==> config.mk <==
export PLATFORM = sky130hd
export DESIGN_NAME = red_pitaya_daisy_link_ctrl
export DESIGN_NICKNAME = d
export VERILOG_FILES = /design/src/rtl/red_pitaya_daisy_pkg.sv /design/src/rtl/red_pitaya_daisy_lock_det.sv /design/src/rtl/red_pitaya_daisy_link_ctrl.sv
export SDC_FILE = /design/constraint.sdc
export NUM_CORES = 1
export LEC_CHECK = 0
export BUFFER_PORTS_ARGS = -buffer_cell sky130_fd_sc_hd__buf_2
export CORE_MARGIN = 3
export CORE_UTILIZATION = 50
export CTS_BUF_LIST = sky130_fd_sc_hd__clkbuf_16
export DETAILED_ROUTE_END_ITERATION = 16
export PLACE_DENSITY = 0.76
export SYNTH_ARGS = -nofsm -noshare
export SYNTH_HDL_FRONTEND = slang
export SYNTH_SLANG_ARGS = --single-unit
==> constraint.sdc <==
create_clock -name sys_clk_i -period 2.8 [get_ports sys_clk_i]
set_input_delay 0.28 -clock sys_clk_i [delete_from_list [all_inputs] [get_ports sys_clk_i]]
set_output_delay 0.28 -clock sys_clk_i [all_outputs]
set_load 0.01 [all_outputs]
==> src/rtl/red_pitaya_daisy_pkg.sv <==
// Shared types for the daisy-chain link bring-up sequencer: state encodings,
// TX data-select codes and the per-state control bundle.
package red_pitaya_daisy_pkg;

   // FAIL and the loss-of-lock marker share 3'b111 on state_o; the marker only
   // appears while the FSM is in LINK_UP, so the two cannot be confused.
   typedef enum logic [2:0] {
      ST_IDLE    = 3'd0,
      ST_ENABLE  = 3'd1,
      ST_TRAIN   = 3'd2,
      ST_TST_CLR = 3'd3,
      ST_TEST    = 3'd4,
      ST_LINK_UP = 3'd5,
      ST_RETRY   = 3'd6,
      ST_FAIL    = 3'd7
   } state_e;

   localparam logic [2:0] STATE_LOS = 3'b111;

   localparam logic [2:0] SEL_OFF   = 3'd0;
   localparam logic [2:0] SEL_WORK  = 3'd1;
   localparam logic [2:0] SEL_TRAIN = 3'd3;
   localparam logic [2:0] SEL_TEST  = 3'd5;

   typedef struct packed {
      logic       tx_en;
      logic       rx_en;
      logic       rx_train;
      logic       tst_clr;
      logic [2:0] tx_sel;
   } ctrl_t;

   function automatic ctrl_t ctrl_for(state_e st);
      ctrl_t c;
      c = '{tx_en: 1'b0, rx_en: 1'b0, rx_train: 1'b0, tst_clr: 1'b0, tx_sel: SEL_OFF};
      case (st)
         ST_ENABLE:  c = '{tx_en: 1'b1, rx_en: 1'b1, rx_train: 1'b0, tst_clr: 1'b0, tx_sel: SEL_OFF};
         ST_TRAIN:   c = '{tx_en: 1'b1, rx_en: 1'b1, rx_train: 1'b1, tst_clr: 1'b0, tx_sel: SEL_TRAIN};
         ST_TST_CLR: c = '{tx_en: 1'b1, rx_en: 1'b1, rx_train: 1'b0, tst_clr: 1'b1, tx_sel: SEL_TEST};
         ST_TEST:    c = '{tx_en: 1'b1, rx_en: 1'b1, rx_train: 1'b0, tst_clr: 1'b0, tx_sel: SEL_TEST};
         ST_LINK_UP: c = '{tx_en: 1'b1, rx_en: 1'b1, rx_train: 1'b0, tst_clr: 1'b0, tx_sel: SEL_WORK};
         default:    c = '{tx_en: 1'b0, rx_en: 1'b0, rx_train: 1'b0, tst_clr: 1'b0, tx_sel: SEL_OFF};
      endcase
      return c;
   endfunction

endpackage

==> src/rtl/red_pitaya_daisy_lock_det.sv <==
// RX training lock qualifier: 2-FF synchronizer for the RX-domain lock flag,
// a saturating run counter declaring lock after LOCK_CYC consecutive highs,
// and a loss detector flagging two or more consecutive synchronized lows.
module red_pitaya_daisy_lock_det #(
   parameter int unsigned LOCK_CYC = 16
) (
   input  logic clk_i,
   input  logic rstn_i,
   input  logic rx_trained_i,
   output logic lock_ok_o,
   output logic los_o
);

   localparam int unsigned CW = (LOCK_CYC < 1) ? 1 : $clog2(LOCK_CYC + 1);
   localparam logic [CW-1:0] RUN_MAX = CW'(LOCK_CYC);

   logic          sync1_q, sync1_d;
   logic          sync2_q, sync2_d;
   logic [CW-1:0] run_q, run_d;
   logic [1:0]    low_q, low_d;

   // Synchronizer chain plus high-run and low-run counters.
   always_comb begin
      sync1_d = rx_trained_i;
      sync2_d = sync1_q;
      run_d   = run_q;
      low_d   = low_q;
      if (!sync2_q)
         run_d = '0;
      else if (run_q != RUN_MAX)
         run_d = run_q + 1'b1;
      if (sync2_q)
         low_d = '0;
      else if (low_q != 2'd2)
         low_d = low_q + 2'd1;
   end

   // State flops, cleared asynchronously.
   always_ff @(posedge clk_i or negedge rstn_i) begin
      if (!rstn_i) begin
         sync1_q <= 1'b0;
         sync2_q <= 1'b0;
         run_q   <= '0;
         low_q   <= '0;
      end else begin
         sync1_q <= sync1_d;
         sync2_q <= sync2_d;
         run_q   <= run_d;
         low_q   <= low_d;
      end
   end

   assign lock_ok_o = (run_q == RUN_MAX);
   assign los_o     = (low_q == 2'd2);

endmodule

==> src/rtl/red_pitaya_daisy_link_ctrl.sv <==
// Daisy-chain link bring-up sequencer.
// Optional build macro DAISY_LINK_RETRAIN_EN: when defined, loss of lock in
// LINK_UP sends the FSM through RETRY; when undefined, LINK_UP holds and the
// loss event is reported as state_o = 3'b111 for one cycle.
//
// state   | meaning
// IDLE    | everything off, waiting for start_i
// ENABLE  | TX/RX enabled, settling for SETTLE_CYC cycles
// TRAIN   | training pattern, waiting for qualified lock or TRAIN_TMO
// TST_CLR | clearing test statistics, 4 cycles
// TEST    | PRBS test window until TEST_LEN words or TEST_TMO
// LINK_UP | working data selected, link qualified
// RETRY   | one-cycle bookkeeping of a failed attempt
// FAIL    | retries exhausted, sticky fail until start_i/stop_i
module red_pitaya_daisy_link_ctrl
   import red_pitaya_daisy_pkg::*;
#(
   parameter int unsigned SETTLE_CYC = 256,
   parameter int unsigned TRAIN_TMO  = 65536,
   parameter int unsigned LOCK_CYC   = 16,
   parameter int unsigned TEST_LEN   = 4096,
   parameter int unsigned TEST_TMO   = 1048576,
   parameter int unsigned MAX_ERR    = 0,
   parameter int unsigned MAX_RETRY  = 3
) (
   input  logic        sys_clk_i,
   input  logic        sys_rstn_i,
   input  logic        start_i,
   input  logic        stop_i,
   input  logic        rx_trained_i,
   input  logic [31:0] tst_err_cnt_i,
   input  logic [31:0] tst_dat_cnt_i,
   output logic        tx_en_o,
   output logic        rx_en_o,
   output logic        rx_train_o,
   output logic        tst_clr_o,
   output logic [2:0]  tx_sel_o,
   output logic        link_up_o,
   output logic        fail_o,
   output logic [2:0]  state_o,
   output logic [3:0]  retry_cnt_o
);

   localparam logic [31:0] SETTLE_LAST = 32'(SETTLE_CYC - 1);
   localparam logic [31:0] TRAIN_LAST  = 32'(TRAIN_TMO - 1);
   localparam logic [31:0] TEST_LAST   = 32'(TEST_TMO - 1);
   localparam logic [31:0] TST_CLR_LAST = 32'd3;
   localparam logic [31:0] TEST_LEN32  = 32'(TEST_LEN);
   localparam logic [31:0] MAX_ERR32   = 32'(MAX_ERR);
   localparam logic [3:0]  MAX_RETRY4  = 4'(MAX_RETRY);

   state_e      state_q, state_d;
   logic [31:0] cnt_q, cnt_d;
   logic [3:0]  retry_q, retry_d;
   ctrl_t       ctrl_q, ctrl_d;
   logic        link_up_q, link_up_d;
   logic        fail_q, fail_d;
   logic [2:0]  state_out_q, state_out_d;
   logic        lock_ok;
   logic        los;

   red_pitaya_daisy_lock_det #(
      .LOCK_CYC (LOCK_CYC)
   ) u_lock_det (
      .clk_i        (sys_clk_i),
      .rstn_i       (sys_rstn_i),
      .rx_trained_i (rx_trained_i),
      .lock_ok_o    (lock_ok),
      .los_o        (los)
   );

   // State register with retry bookkeeping.
   always_ff @(posedge sys_clk_i or negedge sys_rstn_i) begin
      if (!sys_rstn_i) begin
         state_q <= ST_IDLE;
         retry_q <= '0;
      end else begin
         state_q <= state_d;
         retry_q <= retry_d;
      end
   end

   // Next state: stop beats timeouts, timeouts beat success.
   always_comb begin
      state_d = state_q;
      retry_d = retry_q;
      if (stop_i) begin
         state_d = ST_IDLE;
      end else begin
         case (state_q)
            ST_IDLE, ST_FAIL: begin
               if (start_i) begin
                  state_d = ST_ENABLE;
                  retry_d = '0;
               end
            end
            ST_ENABLE: begin
               if (cnt_q == SETTLE_LAST) state_d = ST_TRAIN;
            end
            ST_TRAIN: begin
               if (cnt_q == TRAIN_LAST) state_d = ST_RETRY;
               else if (lock_ok)        state_d = ST_TST_CLR;
            end
            ST_TST_CLR: begin
               if (cnt_q == TST_CLR_LAST) state_d = ST_TEST;
            end
            ST_TEST: begin
               if (cnt_q == TEST_LAST)
                  state_d = ST_RETRY;
               else if (tst_dat_cnt_i >= TEST_LEN32)
                  state_d = (tst_err_cnt_i <= MAX_ERR32) ? ST_LINK_UP : ST_RETRY;
            end
            ST_LINK_UP: begin
`ifdef DAISY_LINK_RETRAIN_EN
               if (los) state_d = ST_RETRY;
`endif
            end
            ST_RETRY: begin
               if (retry_q == MAX_RETRY4) begin
                  state_d = ST_FAIL;
               end else begin
                  retry_d = retry_q + 4'd1;
                  state_d = ST_ENABLE;
               end
            end
            default: state_d = ST_IDLE;
         endcase
      end
   end

   // Cycle counter: restarts on each state entry, saturates at all-ones.
   always_comb begin
      if (state_d != state_q)
         cnt_d = '0;
      else if (&cnt_q)
         cnt_d = cnt_q;
      else
         cnt_d = cnt_q + 32'd1;
   end

   // Cycle counter register.
   always_ff @(posedge sys_clk_i or negedge sys_rstn_i) begin
      if (!sys_rstn_i) cnt_q <= '0;
      else             cnt_q <= cnt_d;
   end

`ifndef DAISY_LINK_RETRAIN_EN
   logic los_q, los_d;

   // Loss flag held while lock stays lost in LINK_UP; its rising edge marks one event.
   always_comb begin
      los_d = (state_q == ST_LINK_UP) && los;
   end

   // Loss flag register.
   always_ff @(posedge sys_clk_i or negedge sys_rstn_i) begin
      if (!sys_rstn_i) los_q <= 1'b0;
      else             los_q <= los_d;
   end
`endif

   // Output decode from the current state; registered below, so outputs lag one cycle.
   always_comb begin
      ctrl_d      = ctrl_for(state_q);
      link_up_d   = (state_q == ST_LINK_UP);
      fail_d      = (state_q == ST_FAIL);
      state_out_d = state_q;
`ifndef DAISY_LINK_RETRAIN_EN
      if (los_d && !los_q) state_out_d = STATE_LOS;
`endif
   end

   // Output registers; reset drops every enable at once.
   always_ff @(posedge sys_clk_i or negedge sys_rstn_i) begin
      if (!sys_rstn_i) begin
         ctrl_q      <= '0;
         link_up_q   <= 1'b0;
         fail_q      <= 1'b0;
         state_out_q <= '0;
      end else begin
         ctrl_q      <= ctrl_d;
         link_up_q   <= link_up_d;
         fail_q      <= fail_d;
         state_out_q <= state_out_d;
      end
   end

   assign tx_en_o     = ctrl_q.tx_en;
   assign rx_en_o     = ctrl_q.rx_en;
   assign rx_train_o  = ctrl_q.rx_train;
   assign tst_clr_o   = ctrl_q.tst_clr;
   assign tx_sel_o    = ctrl_q.tx_sel;
   assign link_up_o   = link_up_q;
   assign fail_o      = fail_q;
   assign state_o     = state_out_q;
   assign retry_cnt_o = retry_q;

endmodule

# After elaboration in Yosys (flattened, before gate mapping)

Index checks and enable logic that the tools add are counted.

Bits in registers: 61
Bits of input ports: 69
Output and inout port bits: 16
Logic and storage cells: 75

Add/sub/neg operators: 4
Order comparisons: 2
Eq/ne operators: 21
Mux-type cells: 22
Bitwise operators: 1
Reduce and logical (&&, ||, !) cells: 9

Operators by type and width:

| kind                  | count |
|---|---|
| $mux 32               | 2 |
| $pmux 7 s5            | 1 |
| $add 32x1->32 const B | 1 |
| $eq 32x16->1 const B  | 1 |
| $eq 32x2->1 const B   | 1 |
| $eq 32x20->1 const B  | 1 |
| $eq 32x8->1 const B   | 1 |
| $ge 32x13->1 const B  | 1 |
| $le 32x1->1 const B   | 1 |
| $reduce_and 32->1     | 1 |
| $mux 3                | 10 |
| $pmux 3 s6            | 1 |
| $eq 3x3->1 const B    | 4 |
| $mux 5                | 2 |
| $ne 2x2->1 const B    | 5 |
| $mux 4                | 2 |
| $pmux 4 s2            | 1 |
| $eq 3x2->1 const B    | 2 |
| $mux 2                | 3 |
| $add 5x1->5 const B   | 1 |
| $eq 5x5->1 const B    | 1 |
| $ne 5x5->1 const B    | 1 |
| $add 4x1->4 const B   | 1 |
| $eq 4x2->1 const B    | 1 |
| other kinds (11)      | 13 |

# Longest topological paths before layout

Gate-level depths: netlist (run 1).

Depth in word-level cells: 8
Depth in mapped cells: 10
Mapped depth without buffers: 9

# Modules after synthesis

Synthesis (run 1) repeated with hierarchy kept, for this count alone.

Cell total of the unflattened synthesis: 349
Area total of the unflattened synthesis: 3309.4 sq um

Modules (own cells, without submodules):

| module                     | instances | cells each | area each (sq um) | seq. area each (sq um) |
|---|---|---|---|---|
| red_pitaya_daisy_link_ctrl | 1         | 310        | 2881.5            | 1251.2 |
| red_pitaya_daisy_lock_det  | 1         | 39         | 427.9             | 225.2 |

# Least setup slack after synthesis (run 1)

Ideal clock, no wire load.

Path type: reg2reg
Start: register cnt_q[0]
End: register cnt_q[1]
Setup time: 69 ps
Arrival: 2390 ps
Data required time: 2731 ps
Path slack: 341 ps
Cell stages (with the launch flop): 11
Buffers on the path: 2
Clock period less this slack: 2459 ps
Path through: dfrtp_1 ha_1 nand3_1 or4_1 buf_2 nor4_4 o31ai_2 a221oi_2 nand4_2 buf_6 nor2_2

Word-level cells in the longest chain between the ends: 6
Elaborated cells on any way between the ends: 16
Classes of those cells: add/sub: 1; eq/ne: 6; mux: 8; reduce/logical: 1

Ends and longest elaborated chain:

| element                                         | RTL line                          | RTL |
|---|---|---|
| start: declaration                              | red_pitaya_daisy_link_ctrl.sv:53  | `logic [31:0] cnt_q, cnt_d;` |
| start signal: assignment                        | red_pitaya_daisy_link_ctrl.sv:144 | `else cnt_q <= cnt_d;` |
| $eq 32x20->1 (tied with other cells)            | red_pitaya_daisy_link_ctrl.sv:108 | `if (cnt_q == TEST_LAST)` |
| $mux 3 (on tied branches)                       | --                                |  |
| $pmux 3 s6                                      | red_pitaya_daisy_link_ctrl.sv:90  | `case (state_q)` |
| $mux 3                                          | red_pitaya_daisy_link_ctrl.sv:87  | `if (stop_i) begin` |
| $ne 3x3->1                                      | red_pitaya_daisy_link_ctrl.sv:133 | `if (state_d != state_q)` |
| $ne 2x2->1 (no line) or $mux 32 (tied branches) | --                                |  |

Parallel ways exist; a longest one is shown, timed or not. The select of a mux whose other input is x is not followed.
A chain may end at the register's enable or synchronous reset.

# Worst setup path after layout (run 1)

Start: register cnt_q[26]
End: register cnt_q[18]

Same word-level chain as after synthesis.

==> impl_metrics.ini, run 1 <==
[clocking]
postCtsSetupBuffers = 0
ctsRootBufferMaster = clkbuf_16
cts_buffers = 9
postCtsHoldBufs = 0
clockBufferDepth = 2
htree_levels = 3
clkLatencyLatePin_ns = 0.32
path_clk_slew_ns = 0.05
cts.sinks = 59
cts_tree = yes

[floorplanning]
ios = 85
rows = 29
die_width_um = 87.45
initial_utilization = 0.5194
dieArea_mm2 = 0.007648
die_h_um = 87.45
core-area_mm2 = 0.006386

[synth]
synthXorXnorAreaFrac = 0.08978
ys_ff_latch = 59
synth_compound_area_frac = 0.07280
syn_area_mm2 = 0.003317
synthArstFlopShare = 1.000
synthCells = 350
ys_seq_area_frac = 0.4451
synthMuxAreaShare = 0.009430
yosys.area_share.simple = 0.3252
synth_top_family_by_area = simple AND/OR/NAND/NOR gates
yosys_warnings = 0
synthFlopType = dfrtp_1
syn_avg_cell_area_um2 = 9.477
syn_nets = 424
synth_cell_types = 50
synth_edf_count = 0
yosys.area_share.adder = 0.01886

[detailed_routing]
wl_mm = 7.529
drc = 0
via_per_inst = 5.550
drt_iter0_markers = 151
post_drt_wl_per_cell_um = 14.68
dr_total_vias = 2847
dr.pass1.iters = 5
drtAntennaViolNets = 0

[layout]
multi_input_area_mm2 = 0.001730
fin_util = 0.6501
seqCellArea_mm2 = 0.001476
fill_cells = 493
final_cell_mix = buf_2, dfrtp_1, nor2_2, nand2_1, nor2_1
syn2layout_area_growth_pct = 25.16
fin_nets = 505
final_layout_size_suffix_gt1_frac = 0.3303
num_antenna_cells = 0
layout_commonest_cell = buf_2

[pwr]
pwr-share-comb = 0.125
p_sw_frac = 0.2405
p_sw_mw = 0.5740
p_seq_frac = 0.390
p_leak_nw = 1.954
p_int_mw = 1.812
ir_drop_uv = 489.3
clkPwrFrac = 0.484
p_per_area_mw_per_mm2 = 574.8

[critical_path]
slowest_stage = dfrtp_1
cp.required_ns = 3.06
crit_path_start_kind = register
path_cells = nor4_1 > nand4_1 > o211ai_1 > o31ai_2 > a221oi_2 > nand4_4 > clkbuf_16 > nor2_2
crit_path_end_kind = register
slowest_delay_ns = 0.43
path_class = reg2reg
cp_max_fo = 10
cp.arrival_ns = 2.91

[timing]
period_share = 0.9474
whs_ns = -0.01564
hold_viol_final = 17
relSlewSlack = 0.5592
tns_ns = 0
finalSetupViolations = 0
timing.fmax_mhz = 377.0
tightest_slew_ns = 0.6613
drv_slew = 0
rsz0062_at_grt = false
finalCriticalPeriod_ns = 2.653
finalClockSkew_ns = 0.006184

[global_routing]
overflow = 0
grt_start_max_net_pins = 32
track_usage = 0.2077
grt_pass1_vias = 2793
antenna_found_initial = 0
grt_pass1_wl_mm = 12.56

[place]
gp_congestion = 0.9042
hpwl_mm = 5.252
io_buffers = 72

[status]
violations = negative hold slack
status = complete, but fails checks

[worst_hold_path]
min_path_type = in2async

[job]
maxCapViolations = 0
-- per-stage QoR --
step | area, um2 | worst slack (ns) | total power, mW | cells | hold WS [ns]
5_1_grt | 4151 | 0.003413 | 2.492 | 513 | 0.03765
2_1_floorplan | 3317 | 0.3406 | 1.100 | 350 | -0.01559
3_3_place_gp | 3786 | 0.08272 | 1.214 | 496 | 0.3325
3_5_place_dp | 3786 | 0.05902 | 1.225 | 496 | 0.3362
4_1_cts | 4108 | 0.09080 | 2.396 | 512 | 0.004512
6_report | 4151 | 0.1472 | 2.386 | 513 | -0.01564
-- cells in the mapped netlist (2+ instances only) --
master     n  share of area
and2_1     7          0.013
buf_2      4         0.0060
inv_1      9          0.010
a21o_1     2         0.0045
a211oi_1   2         0.0045
buf_6      3          0.010
o31ai_1    3         0.0068
nand4_1   13          0.025
xnor2_1   14          0.037
buf_4      4         0.0091
a21oi_1    7          0.011
nand2_1   26          0.029
o211ai_1   2         0.0045
or2_2      4         0.0075
nor2_2    30          0.057
dfrtp_1   59           0.45
nor3_1     8          0.012
ha_1       5          0.019
nand4_2    2         0.0075
nand2b_1   3         0.0057
nor2_1    22          0.025
nor2b_1    5         0.0094
and4_1     3         0.0079
nor4_1    20          0.038
mux2i_1    2         0.0060
clkbuf_1   3         0.0034
o21ai_0   13          0.020
and3_1    14          0.026
nand3_1   20          0.030
xor2_1    20          0.053
or4_1      2         0.0045
-- routing by layer --
| layer | global-route usage | vias up | routed length [um] | share of wire |
|---|---|---|---|---|
| met1 | 0.2575 | 1324 | 3155 | 0.42 |
| met2 | 0.3322 | 110 | 3714 | 0.49 |
| met3 | 0.07379 | 15 | 509 | 0.068 |
| met5 | 0 | - | 0 | 0 |
| met4 | 0.07671 | 0 | 150 | 0.020 |
| li1 | - | 1398 | - | - |
-- sequential cells by signal (all words and copies together) (netlist names), 2 cells and up --
name	count
state_o	3
u_lock_det.low_q	2
tx_sel_o	3
retry_cnt_o	4
state_q	3
u_lock_det.run_q	5
cnt_q	32
-- cells by family after synthesis --
family	count (synthesis)
xor+xnor	34
fa+ha+maj	5
compound gates	37
buf+inv	23
simple gates	189
mux	3
flops	59
-- power groups by stage --
stage | clock network, mW | registers (mW) | logic (mW)
finish | 1.16 | 0.932 | 0.299
global route | 1.22 | 0.936 | 0.337
CTS | 1.18 | 0.931 | 0.285
detailed placement | 0 | 0.944 | 0.281
global placement | 0 | 0.941 | 0.273
floorplan | 0 | 0.944 | 0.156
-- cell type report --
type	count	share of cell area
inverters	9	0.008137
multi-input cells	268	0.4168
repair buffers	84	0.1197
clock buffers	9	0.05425
flip-flops and latches	59	0.3556
clock inverters	7	0.02230
well taps	77	0.02321
-- critical path: cells and delay by family, from the launching register on --
kind	cells	cell delay (ns)
buffers and inverters	1	0.24
and+or+nand+nor	4	1.06
DFF	1	0.43
AOI/OAI and AO/OA	3	0.84
-- repair_timing --
action	in CTS	in global routing
gates cloned	0	1
gates resized for setup	1	3
pin swaps	0	5
endpoints found under the hold margin	0	0
endpoints found under the setup margin	4	31
-- worst paths after layout --
path                                               from                      endpoint  slack, ns  depth (start not counted)
min in group sys_clk_i                     rx_trained_i  u_lock_det.sync1_q$_DFF_PN0_       0.06                          1
max reg2reg                       cnt_q[26]$_DFFE_PN0P_         cnt_q[18]$_DFFE_PN0P_       0.15                          8
max in group asynchronous                    sys_rstn_i         cnt_q[13]$_DFFE_PN0P_       2.23                          2
min reg2reg                u_lock_det.sync1_q$_DFF_PN0_  u_lock_det.sync2_q$_DFF_PN0_       0.35                          0
max                               cnt_q[26]$_DFFE_PN0P_         cnt_q[18]$_DFFE_PN0P_       0.15                          8
min                                          sys_rstn_i    retry_cnt_o[0]$_DFFE_PN0P_      -0.02                          1
Power figures use the tool's default switching activity.
==> run 2: changes to the inputs <==
ABC_AREA = 0   (was not set)
CORE_UTILIZATION = 53   (was 50)
PLACE_DENSITY = 0.8   (was 0.76)
==> impl_metrics.ini, run 2 (same netlist as run 1, synthesis figures left out) <==
[status]
status = completed

[floorplanning]
initial_utilization = 0.5537
rows = 28
die_h_um = 85.11
ios = 85
core-area_mm2 = 0.005991
dieArea_mm2 = 0.007244
die_width_um = 85.11

[timing]
tns_ns = 0
timing.fmax_mhz = 379.5
relSlewSlack = 0.5109
hold_viol_final = 0
period_share = 0.9412
tightest_slew_ns = 0.7337
finalCriticalPeriod_ns = 2.635
rsz0062_at_grt = false
fin_ws_ns = 0.1647
drv_slew = 0
finalSetupViolations = 0
finalClockSkew_ns = 0.005842

[clocking]
cts.sinks = 59
clkLatencyLatePin_ns = 0.33
postCtsHoldBufs = 0
cts_buffers = 9
ctsRootBufferMaster = clkbuf_16
clockBufferDepth = 2
cts_tree = yes
path_clk_slew_ns = 0.05
htree_levels = 3

[global_routing]
antenna_found_initial = 0
grt_pass1_wl_mm = 12.44
overflow = 0
grt_pass1_vias = 2779
gr-usage-met2 = 0.3616
busiest_layer = met2
grt_start_max_net_pins = 60
gr-usage-met3 = 0.06505
track_usage = 0.2146
use_met1 = 0.2627

[critical_path]
slowest_stage = or4_4
crit_path_start_kind = register
critPathTopFamily = simple AND/OR/NAND/NOR gates
cp.arrival_ns = 2.90
r2r_cells = 9
path_class = reg2reg
slowest_delay_ns = 0.50
path_cells = ha_1 > nand3_1 > or4_4 > o211ai_1 > o31ai_2 > a221oi_2 > nand4_4 > clkbuf_16 > nor2_2
path_buf_inv = 1
cp_max_fo = 12
crit_path_end_kind = register
cp.required_ns = 3.06
cp_num_cells = 9

[detailed_routing]
post_drt_wl_per_cell_um = 14.76
drc = 0
via_per_inst = 5.650
dr_total_vias = 2887
drt_iter0_markers = 119
dr.pass1.iters = 4
drtAntennaViolNets = 0
wl_mm = 7.540

[layout]
syn2layout_area_growth_pct = 24.14
fin_cells = 511
largest-register = cnt_q
final_cell_mix = buf_2, dfrtp_1, nor2_2, nand2_1, nor2_1
num_antenna_cells = 0
final_area_mm2 = 0.004118
fin_nets = 505
layout_commonest_cell = buf_2
final_layout_size_suffix_gt1_frac = 0.3280
largest_register_ff_count = 32

[worst_hold_path]
hold_depth = 1
min_path_type = in2reg

[place]
io_buffers = 72
place_ws_ns = -0.02281
gp_congestion = 0.8757
placedCellCount = 492
hpwl_mm = 5.182
placed_area_mm2 = 0.003756

[pwr]
total_power_mw = 2.342
ir_drop_uv = 430.8
p_per_area_mw_per_mm2 = 568.8
p_leak_nw = 1.958

[job]
maxCapViolations = 0
==> run 2: worst paths after layout <==
| path | from | to | slack (ns) |
|---|---|---|---|
| setup / recovery | cnt_q[1]$_DFFE_PN0P_ | cnt_q[20]$_DFFE_PN0P_ | 0.16 |
| hold / removal | rx_trained_i | u_lock_det.sync1_q$_DFF_PN0_ | 0.06 |
| setup reg to reg | cnt_q[1]$_DFFE_PN0P_ | cnt_q[20]$_DFFE_PN0P_ | 0.16 |
| hold reg to reg | u_lock_det.sync1_q$_DFF_PN0_ | u_lock_det.sync2_q$_DFF_PN0_ | 0.35 |
| max in group asynchronous | sys_rstn_i | cnt_q[31]$_DFFE_PN0P_ | 2.21 |
| min in group asynchronous | sys_rstn_i | retry_cnt_o[2]$_DFFE_PN0P_ | 0.10 |
==> run 2: layout make-up <==
type / count / area [um2]
Multi-Input combinational cell: 268 / 1724
Clock inverter: 7 / 83.83
Fill cell: 484 / 1873
Tap cell: 75 / 93.84
Timing Repair Buffer: 84 / 480.5
Inverter: 9 / 33.78
Sequential cell: 59 / 1476
Clock buffer: 9 / 225.2
==> run 2: repair_timing <==
item	in CTS	in global routing
gates cloned	0	1
setup endpoints to repair	31	31
pin swaps	0	5
resized for setup	1	1
setup buffers	0	2
==> run 2: metrics by stage <==
step / hold WS (ns) / util
final: 0.06276 / 0.6873
after global routing: 0.05232 / 0.6873
after CTS: 0.05198 / 0.6792
after detailed placement: 0.3476 / 0.6270
after global placement: 0.3334 / 0.6270
after floorplan: -0.01559 / -
==> run 2: per-layer routing <==
metal,share of wire,vias to the layer above
li1,-,1405
met1,0.45,1406
met2,0.50,64
met3,0.042,12
met4,0.0082,0
met5,0,-
==> run 2: power breakdown <==
group,internal (mW),switching (mW),total (mW)
clock,0.767,0.367,1.13
combinational,0.127,0.149,0.276
sequential,0.896,0.0368,0.933
